## config.mk

```make
export PLATFORM = sky130hd
export DESIGN_NAME = uart_tx_scheduler
export DESIGN_NICKNAME = d
export VERILOG_FILES = /design/src/rtl/uart_tx_scheduler.sv
export SDC_FILE = /design/constraint.sdc
export NUM_CORES = 1
export LEC_CHECK = 0
export CORE_MARGIN = 1
export CORE_UTILIZATION = 39
export DETAILED_ROUTE_END_ITERATION = 8
export HOLD_SLACK_MARGIN = 0.05
export PLACE_DENSITY = 0.9
export SETUP_SLACK_MARGIN = 0.1
export SKIP_CTS_REPAIR_TIMING = 1
export SLEW_MARGIN = 20
export SYNTH_ARGS = -nofsm -noshare
export SYNTH_HDL_FRONTEND = slang
export SYNTH_SLANG_ARGS = --single-unit
```

## constraint.sdc

```tcl
create_clock -name i_clk -period 1.9 [get_ports i_clk]
set_clock_uncertainty 0.15 [all_clocks]
set_input_delay 0.38 -clock i_clk [delete_from_list [all_inputs] [get_ports i_clk]]
set_output_delay 0.38 -clock i_clk [all_outputs]
set_load 0.05 [all_outputs]
```

## src/rtl/uart_tx_scheduler.sv

```systemverilog
`timescale 1ns/1ps
// -----------------------------------------------------------------------------
// uart_tx_scheduler
//
// Shares one uart transmitter among G_NUM_REQ word producers. Requesters offer
// words on a valid/ready handshake. A round-robin arbiter picks one in IDLE, the
// word is launched with a one-cycle o_tx_en pulse, and the block then follows
// the transmitter's busy flag until the frame completes. If the transmitter
// never raises busy after a launch, o_err pulses and the word is dropped.
//
// Ports:
//   i_clk, i_rst      clock, synchronous active-high reset
//   i_req_valid       per-requester word valid
//   i_req_data        packed words, requester k at [k*W +: W]
//   o_req_ready       one-hot accept strobe (combinational, IDLE only)
//   o_tx_en           launch pulse to the transmitter
//   o_tx_data         word to the transmitter, stable from accept to next accept
//   i_tx_busy         transmitter busy flag
//   o_grant_id        index of the requester owning the transmitter
//   o_active          high whenever the FSM is not IDLE
//   o_err             one-cycle pulse on launch-acknowledge timeout
// -----------------------------------------------------------------------------
module uart_tx_scheduler #(
    parameter int G_NUM_REQ     = 4,
    parameter int G_WORD_WIDTH  = 8,
    parameter int G_ACK_TIMEOUT = 15
) (
    input  logic                                        i_clk,
    input  logic                                        i_rst,
    input  logic [G_NUM_REQ-1:0]                        i_req_valid,
    input  logic [G_NUM_REQ*G_WORD_WIDTH-1:0]           i_req_data,
    output logic [G_NUM_REQ-1:0]                        o_req_ready,
    output logic                                        o_tx_en,
    output logic [G_WORD_WIDTH-1:0]                     o_tx_data,
    input  logic                                        i_tx_busy,
    output logic [((G_NUM_REQ > 1) ? $clog2(G_NUM_REQ) : 1)-1:0] o_grant_id,
    output logic                                        o_active,
    output logic                                        o_err
);

    localparam int ID_W  = (G_NUM_REQ > 1) ? $clog2(G_NUM_REQ) : 1;
    localparam int CNT_W = $clog2(G_ACK_TIMEOUT);
    localparam logic [CNT_W-1:0] ACK_LAST = CNT_W'(G_ACK_TIMEOUT - 1);

    typedef enum logic [1:0] {
        S_IDLE,
        S_LAUNCH,
        S_WAIT_ACK,
        S_WAIT_DONE
    } state_t;

    state_t                  state;
    state_t                  state_next;
    logic [ID_W-1:0]         last_id;
    logic [ID_W-1:0]         winner;
    logic [ID_W-1:0]         cand;
    logic                    found;
    logic [G_WORD_WIDTH-1:0] sel_data;
    logic [CNT_W-1:0]        ack_cnt;
    logic                    accept;
    logic                    ack_timeout;
    logic                    frame_end;

    // Round-robin search starting just after the last served requester.
    always_comb begin
        // NOTE: every variable assigned in a combinational block gets a default
        // first, so no path leaves it unassigned and no latch is inferred.
        found  = 1'b0;
        winner = '0;
        cand   = '0;
        for (int i = 0; i < G_NUM_REQ; i++) begin
            cand = ID_W'((int'(last_id) + 1 + i) % G_NUM_REQ);
            if (!found && i_req_valid[cand]) begin
                found  = 1'b1;
                winner = cand;
            end
        end
    end

    // Word mux with constant slices only.
    always_comb begin
        sel_data = '0;
        for (int k = 0; k < G_NUM_REQ; k++) begin
            if (winner == ID_W'(k)) begin
                sel_data = i_req_data[k*G_WORD_WIDTH +: G_WORD_WIDTH];
            end
        end
    end

    assign accept      = (state == S_IDLE) && found && !i_tx_busy;
    assign ack_timeout = (state == S_WAIT_ACK) && !i_tx_busy && (ack_cnt == ACK_LAST);
    assign frame_end   = (state == S_WAIT_DONE) && !i_tx_busy;

    // State register.
    always_ff @(posedge i_clk) begin
        // NOTE: sequential state uses non-blocking assignments so every flop
        // samples pre-edge values regardless of statement order.
        if (i_rst) begin
            state <= S_IDLE;
        end else begin
            state <= state_next;
        end
    end

    // Next-state logic.
    always_comb begin
        state_next = state;
        case (state)
            S_IDLE:      if (accept) state_next = S_LAUNCH;
            S_LAUNCH:    state_next = S_WAIT_ACK;
            S_WAIT_ACK: begin
                if (i_tx_busy)        state_next = S_WAIT_DONE;
                else if (ack_timeout) state_next = S_IDLE;
            end
            S_WAIT_DONE: if (!i_tx_busy) state_next = S_IDLE;
            default:     state_next = S_IDLE;
        endcase
    end

    // Datapath: captured word/grant, RR pointer, ack counter, error pulse.
    always_ff @(posedge i_clk) begin
        if (i_rst) begin
            o_tx_data  <= '0;
            o_grant_id <= '0;
            last_id    <= ID_W'(G_NUM_REQ - 1);
            ack_cnt    <= '0;
            o_err      <= 1'b0;
        end else begin
            o_err <= ack_timeout;
            if (accept) begin
                o_tx_data  <= sel_data;
                o_grant_id <= winner;
            end
            // Pointer advances only once the frame is finished or abandoned,
            // so a dropped word still counts as that requester's turn.
            if (ack_timeout || frame_end) begin
                last_id <= o_grant_id;
            end
            // Counter runs only while waiting for busy; cleared everywhere else
            // so it is zero on WAIT_ACK entry.
            if ((state == S_WAIT_ACK) && !i_tx_busy) begin
                ack_cnt <= ack_cnt + CNT_W'(1);
            end else begin
                ack_cnt <= '0;
            end
        end
    end

    // Outputs decoded from the state register; o_tx_en is therefore glitch-free
    // and lasts exactly the single LAUNCH cycle.
    always_comb begin
        o_req_ready = '0;
        o_tx_en     = (state == S_LAUNCH);
        o_active    = (state != S_IDLE);
        if (accept && !i_rst) begin
            o_req_ready[winner] = 1'b1;
        end
    end

endmodule

```

==> Yosys cells after proc, flatten, opt, wreduce, memory -nomap -nowiden <==
Index checks and enable logic that the tools add are counted.
{ "classes": {"add_sub_neg": 5, "n_lt_le_gt_ge": 6, "eq_ne": 10, "muxes": 28, "bitwise_logic": 1, "n_reduce_logical": 21} }
{ "op_table": {"columns": ["op", "n"], "rows": [
  ["two-way mux 8 bit", 4],
  ["two-way mux 2 bit", 8],
  ["< comparator 2 x 3 -> 1 bit (second input constant)", 5],
  ["logical AND 1 bit", 10],
  ["two-way mux 1 bit", 9],
  ["binary-select mux 1 bit (select 2 bit)", 4],
  ["== test 2 bit (second input constant)", 4],
  ["case mux 2 bit (4 select lines)", 1],
  ["adder 2 bit (second input constant)", 3],
  ["zero test 1 bit", 5],
  ["adder 4 x 1 -> 4 bit (second input constant)", 1],
  ["== test 2 x 1 -> 1 bit (second input constant)", 2],
  ["== test 4 bit (second input constant)", 1],
  ["zero test 2 bit", 2],
  ["two-way mux 4 bit", 1],
  ["inequality test 2 bit (second input constant)", 2],
  ["inequality test 3 bit (second input constant)", 1],
  ["AND reduction 3 bit", 1],
  ["adder 2 x 1 -> 2 bit (second input constant)", 1],
  ["demux 1 bit (select 2 bit)", 1],
  [">= comparator 2 x 1 -> 1 bit (second input constant)", 1],
  ["nonzero test 2 bit", 1],
  ["OR reduction 2 bit", 1],
  ["logical OR 1 bit", 1],
  ["NOT 1 bit", 1]
]} }
{ "word_totals": {"ff_bits": 19, "inputBits": 39, "out_inout_bits": 17, "word_cells": 77} }

==> Depth between registers and ports, before layout <==
{ "depth": {"ltp_word": 18, "depth_mapped": 6, "mapped_depth_nobuf": 6} }

==> Least setup slack after synthesis <==
Ideal clock, no wire load.
{ "synth_path": {"path_type": "register to output", "from": "reg state[1]", "to": "out o_req_ready[1]", "arrival_time_ns": 2.688, "setup_slack_ns": -1.318, "stages_incl_launch_ff": 6, "cell_sequence": "dfxtp_1 -> nor2_1 -> inv_1 -> a211o_1 -> clkbuf_1 -> nor4_1"} }
{ "synth_via": {"elab_chain_len": 5} }
{ "synth_rtl": {"columns": ["element", "line", "rtl"], "rows": [
  ["start, declared", "52", "state_t state;"],
  ["start signal, assigned", "101", "state <= state_next;"],
  ["zero test 2 bit", "90", "assign accept = (state == S_IDLE) && found && !i_tx_busy;"],
  ["logical AND 1 bit (2 in a row)", "90", null],
  ["logical AND 1 bit", "155", "if (accept && !i_rst) begin"],
  ["two-way mux 4 bit", "155", null],
  ["end, declared", "32", "output logic [G_NUM_REQ-1:0] o_req_ready,"]
]} }
Every way passes these cells.

==> Final worst setup path <==
{ "layout_path": {"from": "reg last_id[0]", "to": "out o_req_ready[1]"} }
{ "layout_via": {"elab_chain_len": 18} }
{ "layout_rtl": {"columns": ["element", "line", "rtl"], "rows": [
  ["start, declared", "54", "logic [ID_W-1:0] last_id;"],
  ["start signal, assigned", "125", "last_id <= ID_W'(G_NUM_REQ - 1);"],
  ["start signal, assigned", "137", "last_id <= o_grant_id;"],
  ["adder 2 x 1 -> 2 bit *", "72", "cand = ID_W'((int'(last_id) + 1 + i) % G_NUM_REQ);"],
  ["branches (longest 16 deep; another with < comparator 2 x 3 -> 1 bit)", null, null],
  ["two-way mux 4 bit *", "155", null]
]} }
Every way passes the cells marked *. The select of a mux whose other input is x is not followed.

==> impl_metrics.ini <==
[status]
status = finished with violations
violations = setup timing

[setup_path]
regToRegSetupSlack_ns = -0.09
cp-start-kind = flop
ff2ff_path_depth = 8
crit_type = flop to primary output
path_cells = nand2b_4 -> buf_6 -> o221ai_4 -> inv_2 -> nor4_4 -> buf_12
r2r_start = last_id[0]
required_ns = 1.37
path_max_fanout = 4
slowest_delay_ns = 0.37
r2r-end = o_tx_data[6]
crit_slowest_cell = dfxtp_4
end_kind = primary output
crit_arrival_ns = 1.77

[floorplan]
die_h_um = 54.83
start_util_pct = 42.40
ios = 56
core_area_sq_um = 2567
floorplan.rows = 18
dieArea_sq_um = 3006
die_w_um = 54.83

[logic_synthesis]
synth_ff_type = dfxtp_1
synth.cell_area_sq_um = 1089
yosysMostFrequentCell = mux2i_1
synth_top_area_share_pct = 34.94
synth.distinct_cells = 29
async_flop_share_pct = 0
synth_cells = 116
avgSynthCellArea_sq_um = 9.384
synth_seq_cells = 19
ys_top_cells_by_area = dfxtp_1 (35%), mux2i_1 (22%), a22o_1 (6.4%)
synth-edff-count = 0
ys_top_cells_by_count = mux2i_1 (24), dfxtp_1 (19), nor2_1 (12)
ys_seq_area_share_pct = 34.94
yosys.area.top_type = dfxtp_1
yosysWarningCount = 0
synth_nets = 157

[routing]
drc = 0
vias = 1141
wl_per_cell_um = 15.57
drt_wl_total_mm = 3.379
drt_pass1_iterations = 4
avgViaCountPerCell = 5.258
drtIter0Drc = 23
drtAntennaViolNets = 0

[timing]
clock.fmax_mhz = 434.4
finalSetupViolCount = 12
relSlewSlack_pct = 75.31
tightestPinTransition_ns = 0.3691
drv_slew = 0
final.min_clock_period_ns = 2.302
rsz0062_at_grt = yes
hold_viol = 0
period_share_pct = 121.2
layout_setup_ws_ns = -0.4020

[layout]
final_cells = 217
layout-drive-gt1-share_pct = 31.02
synthToLayoutAreaGrowth_pct = 78.62
num-nets-final = 229
multi_input_area_sq_um = 758.2
regArea_sq_um = 389.1
n_fill_cell = 179
antenna_cells = 0

[global_routing]
grt_overflow = 0
grt_start_max_net_pins = 14
grt.total_usage_pct = 23.65
antenna_found_initial = 0
grt_pass1_vias = 1118
grt_first_pass_wirelength_mm = 4.740

[place]
dp_hpwl_mm = 2.602
placed_cells = 210
dp_slack_ns = -0.6644
place.gp.congestion = 0.8861
portBuffers = 55

[power]
power.total_uw = 1106
peakVddDrop_uv = 460.8
p_per_area_nw_per_um2 = 568.7
p_leak_uw = 0.0009144

[clock_network]
clockBufferDepth = 2
cts_buffers = 3
cts.sinks = 19
path_clk_slew_ns = 0.11
cts_tree = done
root_buffer = clkbuf_4
h-tree-depth = 1
clk-insertion-delay-late_ns = 0.30

[hold_path]
hold-path-cell-count = 1
hp-start = ack_cnt[0]
min_to = ack_cnt[0]
min_path_type = flop to flop

[run]
max_cap_viol_count = 0
-- power breakdown --
part | internal, uW | total [uW] | switching [uW] | leakage (uW)
clock network | 78.5 | 208 | 130 | 0.0000177
registers | 422 | 441 | 19.6 | 0.000155
logic | 222 | 456 | 234 | 0.000742
-- final cells by class --
| type | instances | area share, % |
|---|---|---|
| flip-flops and latches | 19 | 20.01 |
| well taps | 30 | 1.931 |
| multi-input cells | 88 | 39.00 |
| clock inverters | 1 | 0.2574 |
| repair buffers | 72 | 36.74 |
| clock buffers | 3 | 1.158 |
| inverters | 4 | 0.9009 |
-- routing by layer --
layer	vias up	track usage (%)	part of all wire, %
li1	549	-	-
met1	524	22.26	36
met2	64	47.59	55
met3	4	3.889	7.5
met4	0	11.54	1.6
met5	-	0	0
-- metrics by stage --
stage	hold slack (ns)	TNS [ns]	area [sq um]	util, %
detailed placement	0.3167	-8.734	1821	70.91
finish	0.3274	-1.778	1944	75.73
global route	0.3667	-2.657	1944	75.73
floorplan	0.2797	-0.7720	1155	-
global placement	0.2901	-6.921	1821	70.91
CTS	0.3396	-5.024	1848	71.98
-- how the worst max path moves through the flow --
stage              startpoint              to  slack [ns]  cells past startpoint
4_1_cts        i_req_valid[3]  o_req_ready[1]       -0.68                      8
3_5_place_dp   i_req_valid[3]  o_req_ready[2]       -0.66                      7
3_3_place_gp   i_req_valid[3]  o_req_ready[1]       -0.54                      8
5_1_grt            last_id[0]  o_req_ready[1]       -0.48                      6
2_1_floorplan        state[1]  o_req_ready[1]       -0.30                      5
6_report           last_id[0]  o_req_ready[1]       -0.40                      6
-- sequential cells by signal, summed over array words and instances, names as in the netlist --
name        cells
o_grant_id      2
o_err           1
o_tx_data       8
last_id         2
ack_cnt         4
state           2
-- worst max-delay path, delay by kind of cell, from the launching register on --
kind / cells / cell delay (ns)
simple gates: 2 / 0.47
buf+inv: 3 / 0.39
flops: 1 / 0.37
compound gates: 1 / 0.23
-- layout by cell type, fill, tap and decap left out, types with 2 or more instances in the layout --
cell             instances
buf_4                   26
ha_1                     2
nor3_1                   2
nand2_1                  2
a211o_1                  2
nor4_4                   2
and3_4                   2
o21a_1                   2
dfxtp_1                 16
inv_1                    2
dlymetal6s2s_1           4
dfxtp_4                  2
a22o_1                   8
nand3_1                  2
buf_6                    3
clkbuf_4                 3
nor2b_1                 11
nor2_4                   2
clkdlybuf4s50_1         34
buf_12                   4
mux2i_1                 23
a21oi_1                  3
nor2_1                  10
nand2b_1                 2
-- logic make-up (layout without fill, tap and decap cells) --
kind of cell | Yosys count | in the layout | synth area share (%)
DFF | 19 | 19 | 34.94
AOI/OAI and AO/OA | 19 | 19 | 13.33
xor gates and xnor gates | 2 | 2 | 1.609
and+or+nand+nor | 41 | 41 | 21.50
buffers and inverters | 9 | 80 | 4.252
muxes | 24 | 24 | 22.07
adders and majority gates | 2 | 2 | 2.298
(Power assumes the default switching activity.)
